<file path="config.mk">
export PLATFORM = sky130hd
export DESIGN_NAME = serial_tx
export DESIGN_NICKNAME = d
export VERILOG_FILES = /design/src/rtl/serial_tx.sv
export SDC_FILE = /design/constraint.sdc
export NUM_CORES = 1
export LEC_CHECK = 0
export ABC_AREA = 0
export CAP_MARGIN = 20
export CORE_ASPECT_RATIO = 1.75
export CORE_MARGIN = 2
export CORE_UTILIZATION = 30
export DETAILED_ROUTE_END_ITERATION = 7
export SYNTH_ARGS = -nofsm -noshare
export SYNTH_HDL_FRONTEND = slang
export SYNTH_SLANG_ARGS = --single-unit
</file>
<file path="constraint.sdc">
create_clock -name clock -period 1.7 [get_ports clock]
set_clock_uncertainty 0.2 [all_clocks]
set_input_delay 0.425 -clock clock [delete_from_list [all_inputs] [get_ports clock]]
set_output_delay 0.425 -clock clock [all_outputs]
set_load 0.1 [all_outputs]
</file>
<file path="src/rtl/serial_tx.sv">
// serial_tx: frames a DATA_W-bit word as start(0), data LSB-first, stop(1)
// and shifts it out on tx_line, each bit held for CLKS_PER_BIT clocks.
//
// Ports:
//   clock    - single clock, all state on its rising edge
//   rst      - synchronous active-high reset, dominates all inputs
//   tx_data  - word to send, captured on the accepting edge only
//   tx_valid - tx_data is valid
//   tx_ready - block can accept a word this cycle (IDLE only)
//   tx_line  - serial output, idles high
//   busy     - a frame is in progress
//   tx_done  - one-cycle pulse in the last cycle of the stop bit
module serial_tx #(
  parameter int DATA_W       = 8,
  parameter int CLKS_PER_BIT = 4
) (
  input  logic              clock,
  input  logic              rst,
  input  logic [DATA_W-1:0] tx_data,
  input  logic              tx_valid,
  output logic              tx_ready,
  output logic              tx_line,
  output logic              busy,
  output logic              tx_done
);

  // Counters keep at least one bit so the
  // CLKS_PER_BIT=1 / DATA_W=1 corners stay legal.
  localparam int TW =
    (CLKS_PER_BIT > 1) ? $clog2(CLKS_PER_BIT) : 1;
  localparam int IW =
    (DATA_W > 1) ? $clog2(DATA_W) : 1;

  localparam logic [TW-1:0] T_MAX =
    TW'(CLKS_PER_BIT - 1);
  localparam logic [IW-1:0] I_MAX =
    IW'(DATA_W - 1);

  localparam logic [1:0] S_IDLE  = 2'd0;
  localparam logic [1:0] S_START = 2'd1;
  localparam logic [1:0] S_DATA  = 2'd2;
  localparam logic [1:0] S_STOP  = 2'd3;

  logic [1:0]        state;
  logic [TW-1:0]     timer;
  logic [IW-1:0]     idx;
  logic [DATA_W-1:0] shreg;

  logic bit_end;
  logic accept;

  assign bit_end = (timer == T_MAX);
  assign accept  = (state == S_IDLE) && tx_valid;

  always_ff @(posedge clock) begin
    if (rst) begin
      state <= S_IDLE;
      timer <= '0;
      idx   <= '0;
      shreg <= '0;
    end else begin
      unique case (state)
        S_IDLE: begin
          timer <= '0;
          idx   <= '0;
          if (accept) begin
            shreg <= tx_data;
            state <= S_START;
          end
        end
        S_START: begin
          if (bit_end) begin
            timer <= '0;
            idx   <= '0;
            state <= S_DATA;
          end else begin
            timer <= timer + TW'(1);
          end
        end
        S_DATA: begin
          if (bit_end) begin
            timer <= '0;
            shreg <= shreg >> 1;
            if (idx == I_MAX) begin
              idx   <= '0;
              state <= S_STOP;
            end else begin
              idx <= idx + IW'(1);
            end
          end else begin
            timer <= timer + TW'(1);
          end
        end
        S_STOP: begin
          if (bit_end) begin
            timer <= '0;
            state <= S_IDLE;
          end else begin
            timer <= timer + TW'(1);
          end
        end
        default: begin
          state <= S_IDLE;
          timer <= '0;
          idx   <= '0;
        end
      endcase
    end
  end

  // Outputs decode registered state only, so
  // tx_valid/tx_data never reach tx_line directly.
  always_comb begin
    tx_line  = 1'b1;
    tx_ready = 1'b0;
    busy     = 1'b1;
    tx_done  = 1'b0;
    unique case (state)
      S_IDLE: begin
        tx_ready = 1'b1;
        busy     = 1'b0;
      end
      S_START: tx_line = 1'b0;
      S_DATA:  tx_line = shreg[0];
      S_STOP:  tx_done = bit_end;
      default: begin
        tx_ready = 1'b0;
      end
    endcase
  end

endmodule
</file>
==> impl_metrics.ini <==
[synth]
synth_area_leaders = dfxtp_1 33%, ha_1 13%, mux2_2 8.8%
ys_ff_latch = 15
netlist.top_cell.by_area = dfxtp_1
syn_inst = 100
ys_types = 29
ys_seq_area_share_pct = 33.3
synth_edf_count = 0
yosys_warnings = 0
postSynthAreaPerCell_um2 = 9.01
ys.flop_type = dfxtp_1
synth_top_area_share_pct = 33.3
synth_nets = 120
async_flop_share_pct = 0
netlist_area_um2 = 901

[global_routing]
grt_max_degree = 14
grt_use_total_pct = 15.0
grt_overflow = 0
grt_antenna_before_repair = 0
grt_pass1_vias = 912
grt_pass1_wl_um = 4020

[placed_design]
hpwlAfterDp_um = 1520
pre_cts_ws_ns = -0.176
portBuffers = 14
placed_cells = 143
gp_congestion = 0.778

[timing]
fin_ws_ns = -0.210
slew_headroom_pct = 73.1
drv_slew = 0
grt_setup_unrepaired = yes
tightest_slew_ns = 0.402
setup_violations = 14
fmax_mhz = 524
post-route-period-util_pct = 112
final-hold-violation-count = 0
period_minus_slack_ns = 1.91

[run_status]
violations = setup timing
status = finished, violations left

[worst_setup_path]
cp-start-kind = register
worst-endpoint-required_ns = 1.07
crit_arrival_ns = 1.29
worstSetupPathType = register to output port
crit_path_end_kind = output port
path_max_fanout = 4
reg2reg_depth = 7

[cells_and_area]
instances_no_fill = 160
utilization_pct = 55.7
final_cell_mix = 15 x buf_4, 11 x dfxtp_1, 10 x clkdlybuf4s50_1
syn2layout_area_growth_pct = 79.2
final_common_cell = buf_4
drive_above_1_share_pct = 56.1
antenna_cells = 0
nNetsFinal = 153

[pwr]
p_switching_mw = 1.29
powerDensity_nw_per_um2 = 1790
pwr-share-clk_pct = 10.4
p_seq_share_pct = 19.3
peakVddDrop_mv = 1.35
intPower_mw = 1.59
p_sw_share_pct = 44.9
leakagePower_nw = 0.618
comb_power_share_pct = 70.3

[clock_tree]
cts_buffers = 3
clk_pin_slew_ns = 0.06
cts_tree = built
root_buffer = clkbuf_8
holdBufCountCts = 0
clock_latency_ns = 0.25
clock-sinks = 15
cts_htree_levels = 1
cts_buffer_depth = 2

[route]
routed_wirelength_um = 2670
dr.pass1.iters = 4
route.vias.total = 886
drtIter0Drc = 25
vias_per_cell = 5.54
wire_per_inst_um = 16.7
postRouteAntennaNets = 0
drc = 0

[floorplan]
dieArea_um2 = 3470
rows = 26
die_w_um = 45.4
io_pins = 15
initial_core_util_pct = 31.1
core_um2 = 2900
die-height_um = 76.5

[worst_hold_path]
hold_class = register to register
whs_path_depth = 1

[job]
drv_cap = 0
==> worst max-delay path, cell delays in order, from the launching register on <==
cell and delay (ns):
dfxtp_4 0.36, inv_4 0.06, ha_4 0.16, mux2i_4 0.25, buf_12 0.20
==> logic make-up after synthesis <==
| kind of cell | synth area share [%] |
|---|---|
| AND/OR/NAND/NOR | 21.7 |
| AO/OA/AOI/OAI | 14.3 |
| flip-flops | 33.3 |
| buffers and inverters | 7.22 |
| multiplexers | 11.0 |
| adder cells (fa/ha/maj) | 12.5 |
==> power by group through the flow <==
| stage | Combinational, mW | Clock [mW] | Sequential [mW] |
|---|---|---|---|
| 2_1_floorplan | 1.04 | 0 | 0.522 |
| 3_3_place_gp | 1.43 | 0 | 0.539 |
| 3_5_place_dp | 1.45 | 0 | 0.544 |
| 4_1_cts | 1.67 | 0.297 | 0.546 |
| 5_1_grt | 2.15 | 0.325 | 0.571 |
| 6_report | 2.03 | 0.300 | 0.557 |
==> synthesized netlist by cell type (all sizes together) (3+ instances only) <==
cell,number
buf,3
clkbuf,6
nor3,8
a21oi,4
dfxtp,15
o21ai,4
a31oi,7
mux2,7
nand2b,3
inv,5
nor4,8
ha,9
==> layout make-up <==
cell class                      count  area [µm²]
Sequential cell                    15         310
Timing Repair Buffer               37         414
Fill cell                         240        1280
Clock buffer                        4        45.0
Inverter                            5        25.0
Multi-Input combinational cell     71         785
Tap cell                           28        35.0
==> worst paths after layout <==
check / slack, ns / to / start
max: -0.21 / tx_line / state[0]
min: 0.23 / timer[0] / timer[0]
max reg2reg: -0.18 / idx[0] / state[0]
min reg2reg: 0.23 / timer[0] / timer[0]
==> what timing repair did <==
item / CTS / global route
pin swaps: 9 / 10
cloned: 0 / 1
setup endpoints to repair: 13 / 15
setup buffers: 8 / 5
resized for setup: 24 / 28
==> layer usage <==
metal | vias up | routed length (µm) | track usage [%]
li1 | 431 | - | -
met1 | 428 | 1030 | 17.8
met2 | 19 | 1510 | 24.8
met3 | 8 | 56 | 2.13
met4 | 0 | 72 | 7.06
met5 | - | 0 | 0
==> sequential cells by signal (all words and copies together), names as in the netlist <==
register,flops
state,2
idx,3
shreg,8
timer,2
==> per-stage QoR <==
step / power, mW / TNS (ns) / instance area, µm² / hold WS, ns
floorplan: 1.56 / -0.657 / 960 / 0.206
global placement: 1.97 / -1.02 / 1220 / 0.212
detailed placement: 2.00 / -1.26 / 1220 / 0.229
CTS: 2.51 / -0.910 / 1420 / 0.240
global route: 3.05 / -2.41 / 1610 / 0.251
finish: 2.89 / -1.52 / 1610 / 0.234
(Power assumes the default switching activity.)
